==> src/rtl/ecg_acc_pkg.sv <==
// Shared constants, types and helpers for the FC score collector slice.
// Contents: NUM_CLASS / SCORE_W frame geometry, counter/index widths,
//           fc_col_state_t FSM encoding, slice_lsb() packing helper.
package ecg_acc_pkg;

    localparam int unsigned NUM_CLASS = 7;
    localparam int unsigned SCORE_W   = 10;
    localparam int unsigned CNT_W     = $clog2(NUM_CLASS);
    localparam int unsigned IDX_W     = 3;
    localparam int unsigned FRAME_W   = NUM_CLASS * SCORE_W;

    localparam logic [CNT_W-1:0] CNT_LAST = CNT_W'(NUM_CLASS - 1);

    typedef logic [FRAME_W-1:0] fc_frame_t;

    typedef enum logic [1:0] {
        IDLE    = 2'd0,
        COLLECT = 2'd1,
        HOLD    = 2'd2
    } fc_col_state_t;

    // LSB position of class k: class 0 lands in the MSB slice.
    function automatic int unsigned slice_lsb(input int unsigned k);
        return (NUM_CLASS - 1 - k) * SCORE_W;
    endfunction

endpackage

==> src/rtl/fc_score_collector_if.sv <==
// Score-in / frame-out stream bundle for fc_score_collector.
// Signals: in_valid/in_data/in_ready (score stream, producer -> collector),
//          out_valid/out_data/out_ready (packed frame, collector -> consumer).
// Modports: slave = collector side, master = producer/consumer side.
interface fc_score_collector_if;
    import ecg_acc_pkg::*;

    logic                 in_valid;
    logic [SCORE_W-1:0]   in_data;
    logic                 in_ready;
    logic                 out_valid;
    logic                 out_ready;
    fc_frame_t            out_data;

    modport slave (
        input  in_valid, in_data, out_ready,
        output in_ready, out_valid, out_data
    );

    modport master (
        output in_valid, in_data, out_ready,
        input  in_ready, out_valid, out_data
    );

endinterface

==> src/rtl/fc_argmax_tracker.sv <==
// Running signed maximum and its class index over one frame.
// Ports: clk, rst_n; clr_i (restart frame), upd_i (accepted beat),
//        idx_i (class of the beat), score_i (signed score), max_idx_o.
// Beat 0 loads unconditionally; later beats replace only on strict '>',
// so ties keep the lower index.
module fc_argmax_tracker
    import ecg_acc_pkg::*;
(
    input  logic               clk,
    input  logic               rst_n,
    input  logic               clr_i,
    input  logic               upd_i,
    input  logic [IDX_W-1:0]   idx_i,
    input  logic [SCORE_W-1:0] score_i,
    output logic [IDX_W-1:0]   max_idx_o
);

    logic signed [SCORE_W-1:0] max_q, max_d;
    logic [IDX_W-1:0]          idx_q, idx_d;

    // Next max/index
    always_comb begin
        max_d = max_q;
        idx_d = idx_q;
        if (clr_i) begin
            max_d = '0;
            idx_d = '0;
        end else if (upd_i && ((idx_i == '0) || ($signed(score_i) > max_q))) begin
            max_d = $signed(score_i);
            idx_d = idx_i;
        end
    end

    // Tracker registers
    always_ff @(posedge clk or negedge rst_n) begin
        if (!rst_n) begin
            max_q <= '0;
            idx_q <= '0;
        end else begin
            max_q <= max_d;
            idx_q <= idx_d;
        end
    end

    assign max_idx_o = idx_q;

endmodule

==> src/rtl/fc_score_collector.sv <==
// Collects NUM_CLASS signed scores (one per beat, class 0 first) into one
// packed frame, class 0 in the MSB slice, and holds it under valid/ready.
// Ports: clk, rst_n (async, active-low)
//        bus         fc_score_collector_if.slave (score stream in, frame out)
//        start       1-cycle pulse, opens a new frame
//        busy        FSM not in IDLE
//        frame_abort 1-cycle pulse when a partial frame is discarded by restart
//        max_idx     argmax class index (present only with FC_ARGMAX_EN)
// Build option: define FC_ARGMAX_EN to add the argmax tracker and max_idx port.
module fc_score_collector
    import ecg_acc_pkg::*;
(
    input  logic                  clk,
    input  logic                  rst_n,
    fc_score_collector_if.slave   bus,
    input  logic                  start,
    output logic                  busy,
    output logic                  frame_abort
`ifdef FC_ARGMAX_EN
    ,
    output logic [IDX_W-1:0]      max_idx
`endif
);

    fc_col_state_t    state_q, state_d;
    logic [CNT_W-1:0] cnt_q, cnt_d;
    fc_frame_t        data_q, data_d;
    logic             abort_q, abort_d;
    logic             clear_c;
    logic             accept_c;

    // State register
    always_ff @(posedge clk or negedge rst_n) begin
        if (!rst_n) begin
            state_q <= IDLE;
        end else begin
            state_q <= state_d;
        end
    end

    // Next state; start in COLLECT outranks the final beat
    always_comb begin
        state_d = state_q;
        unique case (state_q)
            IDLE:    if (start) state_d = COLLECT;
            COLLECT: if (!start && bus.in_valid && (cnt_q == CNT_LAST)) state_d = HOLD;
            HOLD:    if (bus.out_ready) state_d = IDLE;
            default: state_d = IDLE;
        endcase
    end

    // FSM outputs: frame clear, beat accept, abort request
    always_comb begin
        clear_c  = 1'b0;
        accept_c = 1'b0;
        abort_d  = 1'b0;
        unique case (state_q)
            IDLE: begin
                clear_c = start;
            end
            COLLECT: begin
                clear_c  = start;
                abort_d  = start && (cnt_q != '0);
                accept_c = !start && bus.in_valid;
            end
            default: ;
        endcase
    end

    // Slice write and beat counter; counter saturates at the last class
    always_comb begin
        cnt_d  = cnt_q;
        data_d = data_q;
        if (clear_c) begin
            cnt_d  = '0;
            data_d = '0;
        end else if (accept_c) begin
            data_d[slice_lsb(32'(cnt_q)) +: SCORE_W] = bus.in_data;
            if (cnt_q != CNT_LAST) begin
                cnt_d = CNT_W'(cnt_q + 1'b1);
            end
        end
    end

    // Datapath registers
    always_ff @(posedge clk or negedge rst_n) begin
        if (!rst_n) begin
            cnt_q   <= '0;
            data_q  <= '0;
            abort_q <= 1'b0;
        end else begin
            cnt_q   <= cnt_d;
            data_q  <= data_d;
            abort_q <= abort_d;
        end
    end

    // Outputs are decodes of registered state
    assign bus.in_ready  = (state_q == COLLECT);
    assign bus.out_valid = (state_q == HOLD);
    assign bus.out_data  = data_q;
    assign busy          = (state_q != IDLE);
    assign frame_abort   = abort_q;

`ifdef FC_ARGMAX_EN
    fc_argmax_tracker u_argmax (
        .clk       (clk),
        .rst_n     (rst_n),
        .clr_i     (clear_c),
        .upd_i     (accept_c),
        .idx_i     (IDX_W'(cnt_q)),
        .score_i   (bus.in_data),
        .max_idx_o (max_idx)
    );
`endif

endmodule

==> src/flat_wrapper.sv <==
// flat-port wrapper written by rule: the top's interface ports become plain ports
module fc_score_collector_flat import ecg_acc_pkg::*;
  (clk, rst_n, start, busy, frame_abort, bus_in_valid, bus_in_data, bus_out_ready, bus_in_ready, bus_out_valid, bus_out_data);
  fc_score_collector_if bus_i ();
  input  logic clk;
  input  logic rst_n;
  input  logic start;
  output logic busy;
  output logic frame_abort;
  input wire logic [$bits(bus_i.in_valid)-1:0] bus_in_valid;
  input wire logic [$bits(bus_i.in_data)-1:0] bus_in_data;
  input wire logic [$bits(bus_i.out_ready)-1:0] bus_out_ready;
  output wire logic [$bits(bus_i.in_ready)-1:0] bus_in_ready;
  output wire logic [$bits(bus_i.out_valid)-1:0] bus_out_valid;
  output wire logic [$bits(bus_i.out_data)-1:0] bus_out_data;
  assign bus_i.in_valid = bus_in_valid;
  assign bus_i.in_data = bus_in_data;
  assign bus_i.out_ready = bus_out_ready;
  assign bus_in_ready = bus_i.in_ready;
  assign bus_out_valid = bus_i.out_valid;
  assign bus_out_data = bus_i.out_data;
  fc_score_collector u_core (.clk(clk), .rst_n(rst_n), .bus(bus_i), .start(start), .busy(busy), .frame_abort(frame_abort));
endmodule
==> config.mk <==
export PLATFORM = sky130hd
export DESIGN_NAME = fc_score_collector_flat
export DESIGN_NICKNAME = d
export VERILOG_FILES = /design/src/rtl/ecg_acc_pkg.sv /design/src/rtl/fc_score_collector_if.sv /design/src/rtl/fc_argmax_tracker.sv /design/src/rtl/fc_score_collector.sv /design/src/flat_wrapper.sv
export SDC_FILE = /design/constraint.sdc
export NUM_CORES = 1
export LEC_CHECK = 0
export ABC_CLOCK_PERIOD_IN_PS = 5810
export CORE_UTILIZATION = 49
export CTS_CLUSTER_DIAMETER = 80
export DETAILED_ROUTE_END_ITERATION = 16
export GPL_TIMING_DRIVEN = 1
export MAX_ROUTING_LAYER = met4
export PLACE_DENSITY_LB_ADDON = 0.2
export REMOVE_ABC_BUFFERS = 1
export SETUP_SLACK_MARGIN = 0.5
export SLEW_MARGIN = 5
export SYNTH_ARGS = -nofsm -noshare
export SYNTH_HDL_FRONTEND = slang
export SYNTH_SLANG_ARGS = --single-unit
==> constraint.sdc <==
create_clock -name clk -period 5.81 [get_ports clk]
set_input_delay 0.8715 -clock clk [delete_from_list [all_inputs] [get_ports clk]]
set_output_delay 0.8715 -clock clk [all_outputs]
set_load 0.01 [all_outputs]
### Word level (Yosys, flattened, before mapping)

Cells that the tools add are included.

* reductions and logical operators: 12
* bitwise logic cells: 0
* add/subtract/negate cells: 3
* equal/unequal tests: 7
* divide/modulo/power cells: 0
* muxes and demuxes: 13
* multiply operators: 1
* $lt $le $gt $ge: 0
* shift-type cells: 2

Operator list (number)
* 70-bit 2-to-1 mux: 2
* 70-bit bitwise mux: 1
* 10-bit by 34-bit variable shift with 70-bit output (first input constant): 1
* 10-bit by 34-bit indexed part select with 70-bit output: 1
* 32-bit negation with 34-bit output: 1
* 32-bit by 3-bit multiplier with 31-bit output (second input constant): 1
* 3-bit 2-to-1 mux: 3
* 2-bit 2-to-1 mux: 3
* 2-bit case mux with 3 select lines: 1
* 2-bit nonzero test: 3
* 2-bit inequality test (second input constant): 2
* 3-bit by 3-bit subtractor with 4-bit output (first input constant): 1
* 3-bit by 1-bit adder with 3-bit output (second input constant): 1
* 3-bit == test (second input constant): 1
* 1-bit logical AND: 3
* 1-bit 2-to-1 mux: 3
* 3-bit inequality test (second input constant): 1
* 3-bit AND reduction: 1
* 3-bit nonzero test: 1
* 2-bit by 1-bit == test with 1-bit output (second input constant): 1
* 2-bit == test (second input constant): 1
* 2-bit zero test: 1
* 2-bit by 1-bit inequality test with 1-bit output (second input constant): 1
* 2-bit AND reduction: 1
* other kinds (2): 2

* RAM bits: 0
* flip-flop bits (word level): 76
* output and inout bits: 74
* latch bits: 0
* memories kept: 0
* ROM bits: 0

### Longest topological paths before layout

* depth in word-level cells: 7
* gate-level depth with buffers: 22

### Worst setup path after synthesis

No wires, ideal clock.

* path kind: reg2reg
* start: register u_core.cnt_q[0]
* end: register u_core.data_q[39] (netlist: u_core.bus.out_data[39])
* setup time: 0.118 ns
* cell stages (with the launch flop): 21
* slack: -0.115 ns
* clock period less this slack: 5.925 ns
* arrival time: 5.807 ns
* path buffers: 3
* data required time: 5.692 ns
* cell sequence: dfrtp_1 -> buf_2 -> clkinv_1 -> ha_1 -> clkbuf_1 -> clkbuf_1 -> inv_1 -> nor2_1 -> nor2_1 -> ha_1 -> fa_1 -> nor4_1 -> nand2_1 -> ha_1 -> or4b_1 -> nor4_2 -> o221ai_2 -> nor2_1 -> or4b_4 -> o2111a_1 -> a21o_1

* cells in the longest elaborated chain, start to end: 7

Ends and longest elaborated chain
* start, declared: RTL line fc_score_collector.sv:26 `logic [CNT_W-1:0] cnt_q, cnt_d;`
* start signal, assigned: RTL line fc_score_collector.sv:92 `cnt_q <= cnt_d;`
* 3-bit by 3-bit subtractor with 4-bit output *: RTL line ecg_acc_pkg.sv:24 `return (NUM_CLASS - 1 - k) * SCORE_W;`
* 32-bit by 3-bit multiplier with 31-bit output *: RTL line ecg_acc_pkg.sv:24
* 32-bit negation with 34-bit output *: RTL line fc_score_collector.sv:78 `data_d[slice_lsb(32'(cnt_q)) +: SCORE_W] = bus.in_data;`
* 10-bit by 34-bit indexed part select with 70-bit output or 10-bit by 34-bit variable shift with 70-bit output (tied branches): RTL line fc_score_collector.sv:78
* 70-bit bitwise mux *: RTL line fc_score_collector.sv:78
* 70-bit 2-to-1 mux *: RTL line fc_score_collector.sv:77 `end else if (accept_c) begin`
* 70-bit 2-to-1 mux *: RTL line fc_score_collector.sv:74 `if (clear_c) begin`
* end signal, assigned: RTL line fc_score_collector.sv:93 `data_q <= data_d;`
* end, declared: RTL line fc_score_collector.sv:27 `fc_frame_t data_q, data_d;`

Mark *: on every way between the ends. The rest lies on a longest branch, timed or not. The select of a mux whose other input is x is not followed.
A chain may end at the register's enable or synchronous reset.

### Final worst setup path

Ends and elaborated chain as after synthesis.

==> metrics.yaml <==
run_status:
  run_status: "complete, no violations"
timing:
  worst_pin_slew_ns: 1.034
  rsz0062_at_grt: "false"
  slew_viol_final: 0
  finClkSkew_ns: 0.01254
  min_period_ns: 5.059
  hold_viol: 0
  fmax_mhz: 197.7
  period_share_pct: 87.08
  relSlewSlack_pct: 30.83
  setup_violations: 0
route:
  wirelength_mm: 16.91
  drt_iter0_drc: 364
  vias: 5044
  wl_per_cell_um: 20.69
  firstDrtPassIters: 6
  drc_errors: 0
  antenna_left: 0
  vias_per_cell: 6.174
critical_path:
  critPathMaxStageDelay_ns: 0.51
  startpoint_type: "register"
  endpoint_kind: "register"
  worst_path_most_repeated_cell: "ha_1"
  cp_slowest_cell: "fa_2"
  crit_chain: "buf_4 -> ha_1 -> xnor2_1 -> ha_1 -> ha_1 -> fa_2 -> nor4_4 -> nand2_1 -> ha_1 -> or4b_1 -> nor4_4 -> o221ai_4 -> nor2_1 -> buf_4 -> or4b_4 -> o2111a_1 -> a21o_1"
  cp.buffers_inverters: 2
  reg2reg_depth: 17
  worstPathRequired_ns: 6.07
  crit_cells: 17
  critPathTopFamily: "simple AND/OR/NAND/NOR gates"
  critPathMaxFanout: 15
  critPathArrivalTime_ns: 5.32
  critical_path_class: "reg -> reg"
clocking:
  cts-buffers-inserted: 9
  cts_sinks: 76
  cts-root-buf: "clkbuf_8"
  worstSkewPairLatency_ns: 0.37
  clock_path_buffers: 2
  cts_hold_buf: 0
  cts_tree: "yes"
  postCtsSetupBuffers: 0
  clk_pin_slew_ns: 0.09
  ctsHtreeMaxLevel: 3
global_routing:
  use_met3_pct: 4.028
  grt_max_degree: 77
  grt_usage_pct: 33.17
  gr-max-usage-layer: "met2"
  grt_use_met2_pct: 51.20
  grt_pass1_wl_mm: 27.12
  grt_pass1_vias: 4992
  overflow: 0
  antenna_found_initial: 0
  grtUsageMet1_pct: 44.93
synth:
  yosysUniqueCellTypes: 64
  yosys_warnings: 0
  synth_area_leaders: "dfrtp_1 37%, mux2i_1 9.7%, nand2_1 6.8%"
  synth_edf_count: 0
  yosys_register_bits: 76
  synthFlopType: "dfrtp_1"
  seq_area_frac_synth_pct: 37.46
  yosys.area.top_type: "dfrtp_1"
  synth_top_area_share_pct: 37.46
  syn_area_um2: 5077
  synthArstFlopShare_pct: 100.0
  syn_avg_cell_area_um2: 8.591
  synth_cells: 591
floorplanning:
  num_io_pins: 89
  die_w_um: 103.8
  die_area_um2: 10770
  rows: 36
  start_util_pct: 51.24
  core_area_um2: 9910
  die_height_um: 103.8
flow_run:
  maxCapViolations: 0
final_layout:
  finalCoreUtilization_pct: 64.42
  synthToLayoutAreaGrowth_pct: 25.73
  final_nets: 715
  final_common_cell: "nand2_1"
  diodes: 0
  layout-drive-gt1-share_pct: 9.649
  final_cell_mix: "92 x nand2_1, 87 x clkdlybuf4s50_1, 76 x nor2_1, 75 x dfrtp_1, 49 x mux2i_1"
power_and_ir_drop:
  switchingPower_mw: 0.6716
  p_clk_share_pct: 24.6
  power.leakage_nw: 2.825
  cellPowerDensity_nw_per_um2: 252.3
  p_comb_share_pct: 40.1
  switching_share_pct: 41.70
  power.internal_mw: 0.9388
  irDropWorstVdd_uv: 145.2
  seqPwrFrac_pct: 35.2
  p_total_mw: 1.610
placed_design:
  io_buffers: 88
  gp_congestion: 0.9532
  hpwl_mm: 12.52
worst_hold_path:
  hold_class: "reg -> reg"
  min_path_cells: 2
[final timing paths]
kind	startpoint	end	slack, ns
worst max-delay path	u_core.cnt_q[0]	u_core.bus.out_data[39]	0.75
worst min-delay path	u_core.bus.out_data[69]	u_core.bus.out_data[69]	0.50
worst max register to register	u_core.cnt_q[0]	u_core.bus.out_data[39]	0.75
worst min register to register	u_core.bus.out_data[69]	u_core.bus.out_data[69]	0.50
max in group asynchronous	rst_n	u_core.cnt_q[1]	4.46
min in group asynchronous	rst_n	u_core.bus.out_data[3]	0.62
[Yosys cell counts, types with 2 or more instances]
cell and instances:
nand2_1 92, nor2_1 78, dfrtp_1 76, mux2i_1 49, nand3_1 31, a21oi_1 29, nor3_1 22, o21ai_0 22
clkbuf_1 20, ha_1 20, nand4_1 17, o22ai_1 13, inv_1 8, or2_2 8, buf_2 6, xnor2_1 6
xor2_1 6, nand2b_1 5, o2bb2ai_1 5, or3_1 5, mux4_2 4, nor2b_1 4, a211o_1 3, mux2_2 3
nor4_1 3, o2111a_1 3, o32ai_1 3, a211oi_1 2, a21o_1 2, a22oi_1 2, a2bb2oi_1 2, a31oi_1 2
and3_1 2, and3b_1 2, buf_1 2, nand3b_1 2, nand4b_1 2, o2111ai_1 2, or4_1 2, or4b_1 2
[per-layer routing]
metal,share of wire (%),wire [um]
met5,0,0
met4,2.0,337
met3,6.5,1093
met2,47,7971
met1,44,7504
[flip-flops by register name (all words and copies together), names as in the netlist]
register / cells
u_core.state_q: 2
u_core.cnt_q: 3
u_core.frame_abort: 1
u_core.bus.out_data: 70
[cell families after synthesis]
family                     synth area share, %
buffers and inverters                    3.031
AOI/OAI and AO/OA                        13.18
xor gates and xnor gates                 2.070
adders and majority gates                5.323
muxes                                    12.10
and+or+nand+nor                          26.84
DFF                                      37.46
[repair_timing]
action	CTS	global route
gates resized for setup	3	8
pin swaps	0	1
gates cloned	0	0
setup endpoints to repair	32	48
[metrics by stage]
stage          setup WS [ns]  setup TNS, ns  hold slack, ns  cells  instance area, um^2
2_1_floorplan        -0.7316         -15.91          0.4807    562                 4957
3_3_place_gp          0.4963              0          0.4874    801                 6140
3_5_place_dp          0.2375              0          0.4918    801                 6140
4_1_cts               0.5155              0          0.5118    817                 6341
5_1_grt               0.5182              0          0.5274    817                 6384
6_report              0.7506              0          0.5018    817                 6384
[power groups by stage]
stage / Combinational, mW / Sequential [mW] / Clock (mW)
after floorplan: 0.357 / 0.591 / 0
after global placement: 0.617 / 0.576 / 0
after detailed placement: 0.619 / 0.577 / 0
after CTS: 0.628 / 0.567 / 0.400
after global routing: 0.697 / 0.570 / 0.419
final: 0.646 / 0.567 / 0.397
[tightest hold or removal path, delay by kind of cell (launching register included)]
family	cells	cell delay (ns)
flip-flops	1	0.35
AO/OA/AOI/OAI	1	0.06
AND/OR/NAND/NOR	1	0.06
[area by class of cell]
type | count | area (um^2)
Timing Repair Buffer | 106 | 1013
Tap cell | 133 | 166.4
Sequential cell | 76 | 1903
Clock buffer | 9 | 123.9
Multi-Input combinational cell | 477 | 3085
Clock inverter | 7 | 57.56
Inverter | 9 | 33.78
Fill cell | 831 | 3526
Note: power is estimated with default switching activity, not from simulation.
